[src/rtl/move_if.sv]
// Signal bundle between the move-input block and its environment: raw switches and
// buttons in, registered position snapshot and move strobes out.
interface move_if;
  logic [8:0] sw_pos;
  logic       btn_x_raw;
  logic       btn_o_raw;
  logic [8:0] sel_pos;
  logic       buttonX;
  logic       buttonO;

  modport slave (
    input  sw_pos,
    input  btn_x_raw,
    input  btn_o_raw,
    output sel_pos,
    output buttonX,
    output buttonO
  );

  modport master (
    output sw_pos,
    output btn_x_raw,
    output btn_o_raw,
    input  sel_pos,
    input  buttonX,
    input  buttonO
  );
endinterface

[src/rtl/move_input.sv]
// Synchronizes the position switches and two player buttons, debounces each button and
// emits a one-cycle move strobe together with a snapshot of the switches.
module move_input #(
  parameter int unsigned DEBOUNCE_CYCLES = 1000
) (
  input logic   clk,
  input logic   reset,
  move_if.slave bus
);

  localparam int unsigned CntW = $clog2(DEBOUNCE_CYCLES);
  localparam logic [CntW-1:0] CntMax = CntW'(DEBOUNCE_CYCLES - 1);

  typedef enum logic [1:0] {
    StReleaseWait,
    StIdle,
    StPressWait,
    StPressed
  } state_e;

  logic [8:0] sw_meta, sw_s;
  logic [1:0] btn_meta, btn_s;  // [0] = X, [1] = O

  state_e          state_q [2];
  state_e          state_d [2];
  logic [CntW-1:0] cnt_q   [2];
  logic [CntW-1:0] cnt_d   [2];
  logic [1:0]      strobe_d, strobe_q;
  logic [8:0]      sel_q;

  always_ff @(posedge clk) begin
    if (reset) begin
      sw_meta  <= '0;
      sw_s     <= '0;
      btn_meta <= '0;
      btn_s    <= '0;
    end else begin
      sw_meta  <= bus.sw_pos;
      sw_s     <= sw_meta;
      btn_meta <= {bus.btn_o_raw, bus.btn_x_raw};
      btn_s    <= btn_meta;
    end
  end

  always_comb begin
    for (int i = 0; i < 2; i++) begin
      state_d[i]  = state_q[i];
      cnt_d[i]    = cnt_q[i];
      strobe_d[i] = 1'b0;
      unique case (state_q[i])
        StReleaseWait: begin
          if (btn_s[i]) begin
            state_d[i] = StPressed;
            cnt_d[i]   = '0;
          end else if (cnt_q[i] == CntMax) begin
            state_d[i] = StIdle;
            cnt_d[i]   = '0;
          end else begin
            cnt_d[i] = cnt_q[i] + 1'b1;
          end
        end
        StIdle: begin
          if (btn_s[i]) begin
            state_d[i] = StPressWait;
            cnt_d[i]   = '0;
          end
        end
        StPressWait: begin
          if (!btn_s[i]) begin
            state_d[i] = StIdle;
            cnt_d[i]   = '0;
          end else if (cnt_q[i] == CntMax) begin
            state_d[i]  = StPressed;
            cnt_d[i]    = '0;
            strobe_d[i] = 1'b1;
          end else begin
            cnt_d[i] = cnt_q[i] + 1'b1;
          end
        end
        StPressed: begin
          if (!btn_s[i]) begin
            state_d[i] = StReleaseWait;
            cnt_d[i]   = '0;
          end
        end
        default: begin
          state_d[i] = StReleaseWait;
          cnt_d[i]   = '0;
        end
      endcase
    end
  end

  // Reset wins over a strobe falling due on the same edge.
  always_ff @(posedge clk) begin
    if (reset) begin
      for (int i = 0; i < 2; i++) begin
        state_q[i] <= StReleaseWait;
        cnt_q[i]   <= '0;
      end
      strobe_q <= '0;
      sel_q    <= '0;
    end else begin
      for (int i = 0; i < 2; i++) begin
        state_q[i] <= state_d[i];
        cnt_q[i]   <= cnt_d[i];
      end
      strobe_q <= strobe_d;
      if (|strobe_d) begin
        sel_q <= sw_s;
      end
    end
  end

  assign bus.sel_pos = sel_q;
  assign bus.buttonX = strobe_q[0];
  assign bus.buttonO = strobe_q[1];

endmodule
[src/flat_wrapper.sv]
// flat-port wrapper written by rule: the top's interface ports become plain ports
module move_input_flat 
#(
  parameter int unsigned DEBOUNCE_CYCLES = 1000
)
  (clk, reset, bus_sw_pos, bus_btn_x_raw, bus_btn_o_raw, bus_sel_pos, bus_buttonX, bus_buttonO);
  move_if bus_i ();
  input logic clk;
  input logic reset;
  input wire logic [$bits(bus_i.sw_pos)-1:0] bus_sw_pos;
  input wire logic [$bits(bus_i.btn_x_raw)-1:0] bus_btn_x_raw;
  input wire logic [$bits(bus_i.btn_o_raw)-1:0] bus_btn_o_raw;
  output wire logic [$bits(bus_i.sel_pos)-1:0] bus_sel_pos;
  output wire logic [$bits(bus_i.buttonX)-1:0] bus_buttonX;
  output wire logic [$bits(bus_i.buttonO)-1:0] bus_buttonO;
  assign bus_i.sw_pos = bus_sw_pos;
  assign bus_i.btn_x_raw = bus_btn_x_raw;
  assign bus_i.btn_o_raw = bus_btn_o_raw;
  assign bus_sel_pos = bus_i.sel_pos;
  assign bus_buttonX = bus_i.buttonX;
  assign bus_buttonO = bus_i.buttonO;
  move_input #(.DEBOUNCE_CYCLES(DEBOUNCE_CYCLES)) u_core (.clk(clk), .reset(reset), .bus(bus_i));
endmodule
[config.mk]
export PLATFORM = sky130hd
export DESIGN_NAME = move_input_flat
export DESIGN_NICKNAME = d
export VERILOG_FILES = /design/src/rtl/move_if.sv /design/src/rtl/move_input.sv /design/src/flat_wrapper.sv
export SDC_FILE = /design/constraint.sdc
export NUM_CORES = 1
export LEC_CHECK = 0
export CORE_MARGIN = 4
export CORE_UTILIZATION = 48
export DETAILED_ROUTE_END_ITERATION = 16
export GPL_TIMING_DRIVEN = 0
export PLACE_DENSITY = 0.76
export SETUP_SLACK_MARGIN = 0.05
export SLEW_MARGIN = 15
export SYNTH_ARGS = -nofsm -noshare
export SYNTH_HDL_FRONTEND = slang
export SYNTH_SLANG_ARGS = --single-unit
[constraint.sdc]
create_clock -name clk -period 2.3 [get_ports clk]
set_input_delay 0.345 -clock clk [delete_from_list [all_inputs] [get_ports clk]]
set_output_delay 0.345 -clock clk [all_outputs]
set_load 0.02 [all_outputs]
==> results.md, run 1 <==
Yosys:
- After synthesis, the mean cell area works out to 9.578 sq um.
- The cell area after technology mapping is 0.002222 sq mm.
- Ranked by total cell area, the synthesized netlist is headed by sky130_fd_sc_hd__dfxtp_1 (51%), sky130_fd_sc_hd__nor2b_1 (7.0%), sky130_fd_sc_hd__xnor2_1 (3.5%).
- The area share of the largest cell type after synthesis is 51.35%.
- The synthesized design contains 57 register bits.
- The number of synthesized flops with an enable pin is 0.
- The number of nets handed over by synthesis was 247.
- Synthesis produced a netlist whose cell count is 232.
- The count of different cell masters after synthesis is 43.
- The top flip-flop cell by instance count after synthesis is sky130_fd_sc_hd__dfxtp_1.
- Sorting the synthesized cells by how often they occur yields sky130_fd_sc_hd__dfxtp_1 (57), sky130_fd_sc_hd__nor2b_1 (25), sky130_fd_sc_hd__nor2_1 (17).
- The share of synthesized registers carrying an async set or reset is 0%.
- The synthesis warning total is 0.
- sky130_fd_sc_hd__dfxtp_1 is the most common cell in the netlist.
- Sequential cells were found to cover 51.35% of the synthesized design area.
- The cell taking the most area after synthesis is sky130_fd_sc_hd__dfxtp_1.

Timing:
- The clock arrives with 10.18 ps of skew.
- In this run the tightest slew margin relative to its limit is 53.91%.
- The final max-slew violation count is 0.
- The count of endpoints failing hold in the final timing report came to 0.
- Timing would allow up to 534.1 MHz.
- The portion of the clock cycle consumed by the worst path in the final layout is 81.41%.
- The tightest hold path in the finished design has a slack of 432.3 ps.
- Setup repair after global routing left no endpoint under its margin.
- The worst path needs 1872 ps of the cycle, external delays included.
- The final total negative setup slack is 0 ps.
- At the pin with the least slew margin, the transition time is 685.7 ps.
- Setup violations remaining at the end of the flow were counted as 0.
- In the post-route analysis, the smallest setup slack over all paths is 427.7 ps.

Power and ir drop:
- The peak supply drop is 0.0004399 V.
- The static leakage is 0.9134 nW.
- The areal power density over the cells is 730.3 mW/mm^2.

Critical path:
- On the worst path, the slowest cell contributes a delay of 560 ps.
- The worst setup path is launched from a flop.
- The buffering stage count on the worst path with inverters included is 1.
- At the worst endpoint, the required time is 2490 ps.
- The worst setup path is of the flop to flop kind.
- The endpoint type of the worst setup path is a flop.
- The cell type of the slowest stage on the worst timing path is sky130_fd_sc_hd__or4_1.
- Walking the worst path, the cells encountered are ha_1, nand2_1, or4_1, buf_2, o211ai_1, a21oi_1.
- Grouping stages by cell kind, the critical path spends the most delay in simple AND/OR/NAND/NOR gates.
- The maximum fanout along the worst path is 10.
- STA puts the critical path data arrival time at 2070 ps.

GRT:
- The number of antenna violations at the first check in global routing was 0.
- The total overflow left after global routing is 0.
- Global routing consumed, over all layers together, 15.58% of the routing resources.
- The first global-routing pass estimated 7376 um of wire.
- The number of global-route vias before repair came to 1,655.
- The maximum number of pins on one net before global-route repair is 11.

Drt:
- The final antenna-violating net count is 0.
- The number of vias after detailed routing is 1,717.
- The detailed router finished its first iteration with 121 violations.
- The total DRC errors in the routed layout is 0.
- The routed via count divided by cell count is 5.316.
- The per-cell routed wire length is 12.97 um.
- The number of optimization iterations in the first detailed-route pass is 4.
- Summed over all layers, the routed wires come to 4188 um.

Floorplanning:
- The floorplan die height is 76.04 um.
- Once the floorplan was initialized, standard cells occupied 50.34% of the core.
- The number of top-level pins is 24.
- The floorplan die area is 0.005782 sq mm.
- The floorplan has 24 rows.
- The core area is 0.004414 sq mm.
- In this run the horizontal extent of the chip is 76.04 um.

Clock tree:
- Post-CTS repair changed the size of 0 cells.
- The maximum level of the CTS H-tree is 3.
- The later pin in the worst-skew pair is clocked with a latency of 330 ps.
- The post-CTS clock slew at the launch and capture registers of the worst setup and hold paths is 60 ps.
- The number of setup buffers added after CTS is 0.
- The library cell used as clock root buffer is sky130_fd_sc_hd__clkbuf_8.
- Buffers inserted during clock tree synthesis total 9.
- The maximum count of clock buffers along a single path is 2.
- The CTS tree is yes.
- The clock net in this run drives a total of 57 sinks.
- The number of hold buffers added after CTS was 0.

Outcome:
- The run finished with clean final reports.

Place:
- The placer's final routability congestion estimate is 0.8156.
- The worst slack at placement is 323.9 ps.
- The sum of net half-perimeters after detailed placement is 2882 um.
- The number of buffers inserted by port buffering is 23.

Finish:
- The final layout contains 281 nets.
- The fraction of final layout cells sized beyond drive strength 1 is 9.594%.
- The number of antenna diodes in the final layout is 0.
- The count of filler cells inserted in the layout is 381.
- Relative to the synthesized area, the layout overhead comes to 21.11%.

Run:
- The count of max-cap constraint violations is 0.

Hold path:
- The path category of the worst min-delay check is flop to flop.
cells by family (layout without fill, tap and decap cells):
group	count (synthesis)	in the layout	synth area share, %
AOI/OAI and AO/OA	55	55	16.16
xor gates and xnor gates	13	13	5.462
adders and majority gates	2	2	1.126
buffers and inverters	15	54	2.703
DFF	57	57	51.35
muxes	2	2	0.9572
and+or+nand+nor	88	88	22.24
power breakdown:
part	internal, mW	switching [mW]	total, mW
registers	1.02	0.0177	1.04
clock network	0.444	0.362	0.806
logic	0.0590	0.0626	0.122
worst paths after layout:
check / slack (ps) / to / startpoint / cells past startpoint
min: 430 / u_core.sw_s[6] / u_core.sw_meta[6] / 1
max reg2reg: 430 / u_core.bus.sel_pos[2] / u_core.cnt_q[0][10] / 6
min reg2reg: 430 / u_core.sw_s[6] / u_core.sw_meta[6] / 1
max: 430 / u_core.bus.sel_pos[2] / u_core.cnt_q[0][10] / 6
sequential cells by signal, indices dropped and copies added (netlist names):
| register | flops |
|---|---|
| u_core.state_q | 4 |
| u_core.cnt_q | 20 |
| u_core.bus.sel_pos | 9 |
| u_core.btn_meta | 2 |
| u_core.sw_meta | 9 |
| u_core.btn_s | 2 |
| u_core.strobe_q | 2 |
| u_core.sw_s | 9 |
stage by stage:
stage               total power [mW]  std cells  instance area (sq um)  util (%)
floorplan                      1.138        232                   2222         -
global placement               1.177        307                   2517     57.03
detailed placement             1.182        307                   2517     57.03
CTS                            1.987        323                   2691     60.97
global route                   2.048        323                   2691     60.97
finish                         1.965        323                   2691     60.97
layer usage:
layer / up-vias / wire length, um / global-route usage (%)
met3: 8 / 220 / 5.910
met2: 43 / 1813 / 22.52
met5: - / 0 / 0
met4: 0 / 66 / 7.473
met1: 779 / 2087 / 20.30
li1: 887 / - / -
cells in the final DEF, fill, tap and decap left out, types with 2 or more instances in the layout:
cell type / n
sky130_fd_sc_hd__a21oi_1: 14
sky130_fd_sc_hd__clkinv_2: 3
sky130_fd_sc_hd__xnor2_1: 9
sky130_fd_sc_hd__buf_2: 3
sky130_fd_sc_hd__dfxtp_1: 57
sky130_fd_sc_hd__o211ai_1: 10
sky130_fd_sc_hd__a31oi_1: 6
sky130_fd_sc_hd__nor2_1: 17
sky130_fd_sc_hd__inv_1: 3
sky130_fd_sc_hd__clkbuf_1: 9
sky130_fd_sc_hd__a21boi_0: 2
sky130_fd_sc_hd__nor2b_1: 25
sky130_fd_sc_hd__a2111oi_2: 2
sky130_fd_sc_hd__ha_1: 2
sky130_fd_sc_hd__nand4_1: 2
sky130_fd_sc_hd__nand4b_1: 2
sky130_fd_sc_hd__nand3_1: 8
sky130_fd_sc_hd__nand3b_1: 5
sky130_fd_sc_hd__xor2_1: 3
sky130_fd_sc_hd__a211oi_1: 3
sky130_fd_sc_hd__o21ai_0: 13
sky130_fd_sc_hd__clkdlybuf4s50_1: 23
sky130_fd_sc_hd__clkbuf_8: 11
sky130_fd_sc_hd__buf_1: 2
sky130_fd_sc_hd__nand2_1: 14
sky130_fd_sc_hd__nor3_1: 3
cell type report:
| cell class | instances | area (sq um) | area share [%] |
|---|---|---|---|
| plain buffers | 12 | 48.80 | 1.813 |
| clock buffers | 13 | 158.9 | 5.904 |
| clock inverters | 3 | 15.01 | 0.5579 |
| inverters | 3 | 11.26 | 0.4184 |
| multi-input cells | 160 | 1021 | 37.94 |
| flip-flops and latches | 57 | 1141 | 42.40 |
| well taps | 52 | 65.06 | 2.417 |
| repair buffers | 23 | 230.2 | 8.554 |
No activity file was read; power rests on OpenSTA's default activity.
==> run 2: changes to the inputs <==
--- a/config.mk
+++ b/config.mk
@@ -9,7 +9,7 @@
 export CORE_UTILIZATION = 48
 export DETAILED_ROUTE_END_ITERATION = 16
 export GPL_TIMING_DRIVEN = 0
-export PLACE_DENSITY = 0.76
+export PLACE_DENSITY = 0.78
 export SETUP_SLACK_MARGIN = 0.05
 export SLEW_MARGIN = 15
 export SYNTH_ARGS = -nofsm -noshare
==> constraint.sdc (replaced) <==
create_clock -name clk -period 1.7 [get_ports clk]
set_input_delay 0.255 -clock clk [delete_from_list [all_inputs] [get_ports clk]]
set_output_delay 0.255 -clock clk [all_outputs]
set_load 0.02 [all_outputs]
==> run 2 against run 1 <==
Net effect: setup slack worse by 390 ps; clock power is 66% higher; clock skew is 0.59 ps lower; power is 49% higher; sequential power is 36% higher; critical path depth is 1 lower; sequential share of layout area is 2.2 points lower; wire length is 6.5% higher; register-to-register slack worse by 390 ps; largest cell class unchanged.
==> results.md, run 2 (synthesized netlist as in run 1, its figures left out) <==
Outcome:
- The flow ran to the end, and the final reports show no timing, DRC or antenna violations.

Floorplanning:
- In this run the core area contains 24 standard-cell rows.
- 24 I/O pins were placed.
- The floorplan step set the die height to 76.04 um.
- The starting utilization of the core area is 50.34%.
- The core area is 0.004414 sq mm.
- The die covers 0.005782 sq mm.
- The floorplan step set the die width to 76.04 um.

Clock tree:
- No sink is reached through more buffers than the 2 on the longest clock path.
- The number of CTS-inserted buffers is 9.
- TritonCTS built the clock tree.
- CTS saw 57 sinks.
- The library cell used as clock root buffer is sky130_fd_sc_hd__clkbuf_8.
- The insertion delay of the later-clocked pin in the worst-skew pair is 330 ps.
- The post-CTS clock slew at the launch and capture registers of the worst setup and hold paths is 60 ps.
- The maximum level of the CTS H-tree is 3.
- In this run, post-CTS hold repair placed 0 buffers.

Place:
- The congestion estimate from routability-driven global placement came to 0.8461.
- The worst slack at placement is -119.6 ps.
- The cell count after placement is 307.
- The number of buffers inserted by port buffering is 23.
- The HPWL after detailed placement is 2865 um.

Drt:
- In the routed design, unresolved DRC markers number 0.
- The per-cell routed wire length is 13.48 um.
- In the routed layout, each cell is associated on average with a via count of 5.498.
- The number of optimization iterations in the first detailed-route pass is 4.
- For this block, the routed nets add up to 4462 um of wire.
- The number of DRC markers in iteration 0 is 118.
- The number of vias after detailed routing is 1,820.
- The final antenna-violating net count is 0.

GRT:
- The number of antenna violations at the first check in global routing is 0.
- The first-pass GRT wire length is 7300 um.
- Across every metal layer, demand over resource in global routing totals 15.69%.
- The total overflow left after global routing is 0.
- Entering global routing, the biggest net connects 11 pins.
- The number of global-route vias before repair came to 1,620.

Finish:
- The net count of the finished layout is 289.
- The number of antenna diodes is 0.
- More flip-flops sit in one register than any other, and that register is u_core.cnt_q.
- The number of cells in the finished layout apart from fillers is 331.
- Leaving out fill and tap cells, the most frequent cells in the layout are sky130_fd_sc_hd__dfxtp_1 (53), sky130_fd_sc_hd__nor2b_1 (25), sky130_fd_sc_hd__clkdlybuf4s50_1 (23), sky130_fd_sc_hd__nor2_1 (17), sky130_fd_sc_hd__a21oi_1 (14).
- The growth of design area from synthesis to finish is 28.72%.
- The commonest non-fill, non-tap cell in the layout is sky130_fd_sc_hd__dfxtp_1.
- In the final layout, the share of cells above drive strength 1 is 16.49%.
- The flip-flop count of the largest register after layout is 20.

Critical path:
- The critical path is of the flop to flop type.
- The required time at the endpoint of the critical path is 1900 ps.
- At the worst endpoint, the arrival time is 1860 ps.
- The endpoint type of the worst setup path is a flop.
- The setup check on the worst reg-to-reg path leaves a slack of 40 ps.
- The kind of launch point of the worst setup path is a flop.
- The number of cells on the worst reg-to-reg path is 5.
- In this run the worst path has a maximum fanout of 5.

Run:
- The count of max-cap constraint violations is 0.

Timing:
- The worst path in the final design needs a cycle of 1662 ps, including I/O delays and setup.
- The count of endpoints failing hold in the final timing report is 0.
- Setup repair after global routing could not meet its margin everywhere.
- The portion of the clock cycle consumed by the worst path in the final layout is 97.75%.
- For the final database, setup skew stands at 9.590 ps.
- Static timing analysis puts the maximum clock frequency at 601.7 MHz.
- The final worst-path setup slack is 38.17 ps.
- Measured against its own limit, the worst slew margin works out to 65.49%.
- The slew at the pin with the worst max-slew slack is 515.0 ps.
- The final hold slack is 434.5 ps.
- Setup total negative slack on the finished layout was measured at 0 ps.
- The final-report setup violation count is 0.
- The final max-slew violation count is 0.

Hold path:
- The path category of the worst min-delay check is flop to flop.
- The number of instances on the worst hold path is 1.

Power and ir drop:
- The static leakage is 1.011 nW.
- The peak supply drop is 0.0006560 V.
- The areal power density over the cells is 1027 mW/mm^2.
run 2: final timing paths:
| path | to | startpoint |
|---|---|---|
| worst max-delay path | u_core.bus.sel_pos[5] | u_core.cnt_q[0][13] |
| worst min-delay path | u_core.btn_s[0] | u_core.btn_meta[0] |
| worst max register to register | u_core.bus.sel_pos[5] | u_core.cnt_q[0][13] |
| worst min register to register | u_core.btn_s[0] | u_core.btn_meta[0] |
run 2: critical path, cell delays in order (launching register included):
cell and delay [ps]:
sky130_fd_sc_hd__dfxtp_4 350, sky130_fd_sc_hd__nand4b_1 200, sky130_fd_sc_hd__or4_4 570, sky130_fd_sc_hd__buf_6 160
sky130_fd_sc_hd__o211ai_1 170, sky130_fd_sc_hd__a21oi_1 80
run 2: cell type report:
class                   instances  area (sq um)
plain buffers                  10         50.05
clock buffers                  10         127.6
clock inverters                 6         82.58
fillers                       372          1554
inverters                       3         11.26
multi-input cells             160          1062
flip-flops and latches         57          1149
well taps                      52         65.06
repair buffers                 33         312.8
run 2: per-layer routing:
layer / vias to the layer above / part of all wire, % / global-route usage, %
li1: 909 / - / -
met1: 847 / 49 / 21.01
met2: 56 / 43 / 22.35
met3: 8 / 6.6 / 4.965
met4: 0 / 1.6 / 8.363
met5: - / 0 / 0
run 2: report_power, final:
group / internal, mW / switching [mW] / total, mW
Combinational: 0.0945 / 0.0897 / 0.184
Sequential: 1.38 / 0.0302 / 1.41
Clock: 0.817 / 0.525 / 1.34
Total: 2.29 / 0.645 / 2.94
run 2: what timing repair did:
action,CTS,global route
cloned,1,0
setup buffers,6,3
pin swaps,2,7
gates resized for setup,7,8
endpoints found under the setup margin,20,21
run 2: per-stage QoR:
step / util (%) / total power, mW / instance area [sq um]
floorplan: - / 1.541 / 2237
global route: 64.80 / 3.055 / 2860
finish: 64.80 / 2.936 / 2860
CTS: 63.83 / 2.955 / 2818
global placement: 57.37 / 1.594 / 2532
detailed placement: 57.37 / 1.600 / 2532
